**src/rtl/cam_frame_capture_ctrl.sv**
```systemverilog
// cam_frame_capture_ctrl
//   Captures whole camera frames from the 8->16-bit pixel packer into a linear
//   frame buffer. A software start arms the block; capture begins at the next
//   frame boundary (CamVsync falling) so a frame already in flight is never
//   partially written. One frame is captured, or frames are captured
//   back-to-back in continuous mode until abort. Lines and frames are counted,
//   and short or oversize frames are flagged.
//
// Parameters
//   H_WORDS  16-bit words kept per line (extra words in a line are dropped)
//   V_LINES  lines kept per frame (extra lines are dropped)
//   ADDR_W   write address width, H_WORDS*V_LINES <= 2**ADDR_W
//
// Ports
//   PCLK        pixel clock, rising edge
//   reset       asynchronous, active-high
//   start       1-cycle arm pulse, honoured only when idle
//   continuous  sampled with start: capture frames until abort
//   abort       1-cycle pulse, return to idle immediately
//   CamHsync    line valid (high during active line)
//   CamVsync    frame sync (high between frames)
//   pix_valid   packed word strobe
//   pix_data    packed pixel word
//   wr_addr     frame-buffer word address
//   wr_data     frame-buffer write data
//   wr_en       write strobe, one cycle per accepted word
//   busy        high while armed or capturing
//   frame_done  1-cycle pulse at the end of each captured frame
//   line_count  lines completed in the current/last frame, saturating
//   frame_count frames completed since start, wrapping
//   err_short   sticky: a frame ended with fewer than V_LINES lines
//   err_long    sticky: words or lines were dropped
module cam_frame_capture_ctrl #(
  parameter int H_WORDS = 640,
  parameter int V_LINES = 480,
  parameter int ADDR_W  = 19
) (
  input  logic              PCLK,
  input  logic              reset,
  input  logic              start,
  input  logic              continuous,
  input  logic              abort,
  input  logic              CamHsync,
  input  logic              CamVsync,
  input  logic              pix_valid,
  input  logic [15:0]       pix_data,
  output logic [ADDR_W-1:0] wr_addr,
  output logic [15:0]       wr_data,
  output logic              wr_en,
  output logic              busy,
  output logic              frame_done,
  output logic [9:0]        line_count,
  output logic [7:0]        frame_count,
  output logic              err_short,
  output logic              err_long
);

  localparam int WI = $clog2(H_WORDS + 1);
  localparam logic [WI-1:0]     H_LIM  = WI'(H_WORDS);
  localparam logic [9:0]        V_LIM  = 10'(V_LINES);
  localparam logic [ADDR_W-1:0] H_STEP = ADDR_W'(H_WORDS);

  typedef enum logic [1:0] {
    S_IDLE,
    S_ARM,
    S_CAPTURE
  } state_t;

  state_t            state;
  logic              vs_d;
  logic              hs_d;
  logic              cont_r;
  logic [ADDR_W-1:0] line_base;
  logic [WI-1:0]     word_idx;

  logic       vs_fall;
  logic       vs_rise;
  logic       hs_fall;
  logic       in_cap;
  logic       line_ok;
  logic       word_try;
  logic       accept;
  logic       reject;
  logic [9:0] lc_sat;
  logic [9:0] lc_after_hs;

  always_comb begin
    vs_fall  = vs_d & ~CamVsync;
    vs_rise  = ~vs_d & CamVsync;
    hs_fall  = hs_d & ~CamHsync;
    in_cap   = (state == S_CAPTURE);
    line_ok  = (line_count < V_LIM);
    word_try = in_cap & pix_valid & CamHsync;
    accept   = word_try & (word_idx < H_LIM) & line_ok;
    reject   = word_try & ~((word_idx < H_LIM) & line_ok);
    lc_sat   = (line_count == 10'h3FF) ? line_count : line_count + 10'd1;
    // A line ending on the frame-closing cycle is counted before the
    // short-frame test.
    lc_after_hs = hs_fall ? lc_sat : line_count;
  end

  always_ff @(posedge PCLK or posedge reset) begin
    if (reset) begin
      state       <= S_IDLE;
      vs_d        <= 1'b1;
      hs_d        <= 1'b0;
      cont_r      <= 1'b0;
      line_base   <= '0;
      word_idx    <= '0;
      wr_addr     <= '0;
      wr_data     <= '0;
      wr_en       <= 1'b0;
      busy        <= 1'b0;
      frame_done  <= 1'b0;
      line_count  <= '0;
      frame_count <= '0;
      err_short   <= 1'b0;
      err_long    <= 1'b0;
    end else begin
      vs_d       <= CamVsync;
      hs_d       <= CamHsync;
      wr_en      <= 1'b0;
      frame_done <= 1'b0;

      if (abort) begin
        state <= S_IDLE;
        busy  <= 1'b0;
      end else begin
        case (state)
          S_IDLE: begin
            if (start) begin
              state       <= S_ARM;
              busy        <= 1'b1;
              cont_r      <= continuous;
              line_count  <= '0;
              frame_count <= '0;
              err_short   <= 1'b0;
              err_long    <= 1'b0;
            end
          end

          S_ARM: begin
            if (vs_fall) begin
              state      <= S_CAPTURE;
              line_base  <= '0;
              word_idx   <= '0;
              line_count <= '0;
            end
          end

          S_CAPTURE: begin
            if (accept) begin
              wr_en    <= 1'b1;
              wr_data  <= pix_data;
              wr_addr  <= line_base + ADDR_W'(word_idx);
              word_idx <= word_idx + WI'(1);
            end
            if (reject) begin
              err_long <= 1'b1;
            end
            // Running line base avoids a line*H_WORDS multiply; short lines
            // still advance by a full line so addresses stay frame-aligned.
            if (hs_fall) begin
              word_idx   <= '0;
              line_count <= lc_sat;
              if (line_ok) begin
                line_base <= line_base + H_STEP;
              end else begin
                err_long <= 1'b1;
              end
            end
            if (vs_rise) begin
              frame_done  <= 1'b1;
              frame_count <= frame_count + 8'd1;
              if (lc_after_hs < V_LIM) begin
                err_short <= 1'b1;
              end
              if (cont_r) begin
                state <= S_ARM;
              end else begin
                state <= S_IDLE;
                busy  <= 1'b0;
              end
            end
          end

          default: begin
            state <= S_IDLE;
            busy  <= 1'b0;
          end
        endcase
      end
    end
  end

endmodule

```
**config.mk**
```make
export PLATFORM = sky130hd
export DESIGN_NAME = cam_frame_capture_ctrl
export DESIGN_NICKNAME = d
export VERILOG_FILES = /design/src/rtl/cam_frame_capture_ctrl.sv
export SDC_FILE = /design/constraint.sdc
export NUM_CORES = 1
export LEC_CHECK = 0
export ABC_AREA = 1
export CAP_MARGIN = 10
export CELL_PAD_IN_SITES_DETAIL_PLACEMENT = 1
export CELL_PAD_IN_SITES_GLOBAL_PLACEMENT = 2
export CORE_ASPECT_RATIO = 0.7
export CORE_MARGIN = 2
export CORE_UTILIZATION = 31
export DETAILED_ROUTE_END_ITERATION = 8
export MAX_ROUTING_LAYER = met4
export PLACE_DENSITY = 0.92
export SYNTH_ARGS = -nofsm -noshare
export SYNTH_HDL_FRONTEND = slang
export SYNTH_SLANG_ARGS = --single-unit
```
**constraint.sdc**
```tcl
create_clock -name PCLK -period 3.6 [get_ports PCLK]
set_input_delay 0.54 -clock PCLK [delete_from_list [all_inputs] [get_ports PCLK]]
set_output_delay 0.54 -clock PCLK [all_outputs]
set_load 0.01 [all_outputs]
```
==> flow_summary.yaml <==
outcome:
  outcome: "finished clean"
cells_and_area:
  fin_cells: 836
  nets: 678
  final_core_util_pct: 41.5
  num_antenna_cells: 0
  final_cell_area_sq_mm: 0.00586
  area_growth_pct: 29.5
  drive_gt1_share_pct: 9.29
yosys:
  seq_area_frac_synth_pct: 47.1
  synthArstFlopShare_pct: 100
  avgSynthCellArea_sq_um: 8.13
  ys_warn_count: 0
  synth_flop_cell: "dfrtp_1"
  yosys_register_bits: 85
  syn_area_sq_mm: 0.00452
  synth_edf_count: 0
  synthDistinctLibCells: 43
  synth_nets: 593
  synthCells: 556
timing:
  relSlewSlack_pct: 48.4
  fin_crit_ps: 2360
  hold_viol: 0
  maxSlewViolCount: 0
  skew_ps: 7.10
  period_share_pct: 65.5
  setup_viol: 0
  fmax_mhz: 424
  worstMarginPinSlew_ps: 773
  fin_tns_setup_ps: 0
  rsz0062_at_grt: "no"
routing:
  final_antenna_net_count: 0
  drt_iter0_drc: 211
  viasPerCell: 4.81
  drt-total-wl_um: 12900
  wl_per_cell_um: 15.5
  vias: 4017
  first_pass_iters: 4
  drc: 0
clock_tree:
  post_cts_resized: 0
  clk_latency_ps: 350
  htreeDepth: 3
  cts_inserted_buffers: 9
  clock_tree.root_cell: "clkbuf_16"
  clk_pin_slew_worst_paths_ps: 70
  cts.sinks: 85
  post_cts_buffers: 0
  cts_buffer_depth: 2
  holdBufCountCts: 0
  cts_tree: "yes"
global_routing:
  grt_max_degree: 49
  grt-ovfl-total: 0
  grt_first_pass_wirelength_um: 21900
  grt_pass1_vias: 4335
  antenna_found_initial: 0
  globalRouteTotalUtil_pct: 17.9
floorplan:
  die_y_um: 105
  start_util_pct: 32.1
  chipWidth_um: 148
  ios: 82
  die_area_sq_mm: 0.0156
  design.core.area_sq_mm: 0.0141
  rows: 36
power:
  power_mw: 3.47
  p_per_area_mw_per_mm2: 593
  leakagePower_nw: 2.64
  max-vdd-ir-drop_v: 0.000254
place:
  dpl_cell_area_sq_mm: 0.00554
  place.detailed.hpwl_um: 9560
  place_inst: 820
  gp_congestion: 0.840
  io_buffers: 81
worst_setup_path:
  arrival_ps: 2640
  end_kind: "flop"
  start_kind: "flop"
  crit_required_ps: 3880
  critPathMaxFanout: 48
  path_class: "flop to flop"
worst_hold_path:
  hold_class: "flop to flop"
run:
  max_cap_viol_count: 0
cell type report:
| cell class | instances | area [sq um] |
|---|---|---|
| multi-input combinational | 396 | 2080 |
| timing repair buffer | 84 | 846 |
| sequential | 85 | 2130 |
| tap | 190 | 238 |
| clock buffer | 9 | 225 |
| clock inverter | 7 | 91.3 |
| inverter | 65 | 250 |
| fill | 1674 | 8240 |
cells in the final DEF, fill, tap and decap left out, drive strengths merged, types with 2 or more instances in the layout:
master	count
nand2	161
dfrtp	84
clkdlybuf4s50	81
inv	68
nor2	65
o21ai	40
nand3	37
a21oi	24
ha	13
xor2	12
nor3	11
clkbuf	9
nand4	6
o22ai	5
a31oi	4
nor4	4
xnor2	3
buf	3
o31ai	2
clkinv	2
routing by layer:
layer | vias to the layer above | share of wire [%] | global-route usage, %
met5 | - | 0 | -
met4 | 0 | 1.4 | 4.76
met3 | 17 | 2.2 | 2.79
met2 | 52 | 47 | 28.8
met1 | 1983 | 49 | 23.5
li1 | 1965 | - | -
flip-flops by register name (all words and copies together), names as in the netlist:
name         cells
wr_addr         19
wr_data         16
line_base       12
line_count      10
word_idx        10
frame_count      8
state            2
busy             1
cont_r           1
err_long         1
err_short        1
frame_done       1
hs_d             1
vs_d             1
wr_en            1
worst max-delay path, stage by stage (launching register included):
cell and delay, ps:
dfrtp_1 420, inv_1 130, ha_1 430, nand3_1 180, nor2_2 200, nand2_2 60, buf_4 270, inv_2 370
nand3_1 150, nand2_1 80
report_power, final:
| part | total [mW] | internal (mW) | switching (mW) |
|---|---|---|---|
| sequential | 1.31 | 1.16 | 0.152 |
| clock | 1.00 | 0.557 | 0.444 |
| combinational | 1.16 | 0.513 | 0.644 |
stage by stage:
step | setup WS [ps] | hold slack [ps]
global route | 948 | 514
global placement | 1150 | 467
finish | 1240 | 484
floorplan | 868 | 481
detailed placement | 1100 | 470
CTS | 1190 | 489
worst paths after layout:
check / from / endpoint / slack (ps) / cells past startpoint
min in group asynchronous: reset / wr_addr[4] / 640 / 2
worst min register to register: wr_data[2] / wr_data[2] / 480 / 2
worst min-delay path: wr_data[2] / wr_data[2] / 480 / 2
max in group asynchronous: reset / frame_count[1] / 2250 / 3
worst max-delay path: state[0] / wr_addr[13] / 1240 / 9
worst max register to register: state[0] / wr_addr[13] / 1240 / 9
Yosys cell counts (4+ instances only):
cell / n / share of area, %
nor2_2: 8 / 1.1
nor3_1: 8 / 0.89
ha_1: 13 / 3.6
nand3_1: 32 / 3.5
nor2_4: 5 / 1.2
inv_2: 5 / 0.42
o21ai_1: 5 / 0.55
nand2_2: 5 / 0.69
nand3_2: 4 / 0.89
nand4_1: 6 / 0.83
dfrtp_1: 84 / 46
a21oi_1: 24 / 2.7
buf_4: 5 / 0.83
o21ai_0: 34 / 3.8
a31oi_1: 4 / 0.55
xor2_1: 12 / 2.3
nand2_1: 156 / 13
inv_1: 58 / 4.8
o22ai_1: 5 / 0.69
nor2_1: 51 / 4.2
cell families (layout without fill, tap and decap cells):
group | after synthesis | in the layout | share of synthesized area, %
simple gates | 287 | 287 | 29.4
flops | 85 | 85 | 47.1
compound gates | 79 | 79 | 9.68
buf+inv | 75 | 165 | 6.97
xor+xnor | 15 | 15 | 2.91
fa+ha+maj | 13 | 13 | 3.60
other cells | 1 | 1 | 0.0829
mux | 1 | 1 | 0.249
(Power assumes the default switching activity.)
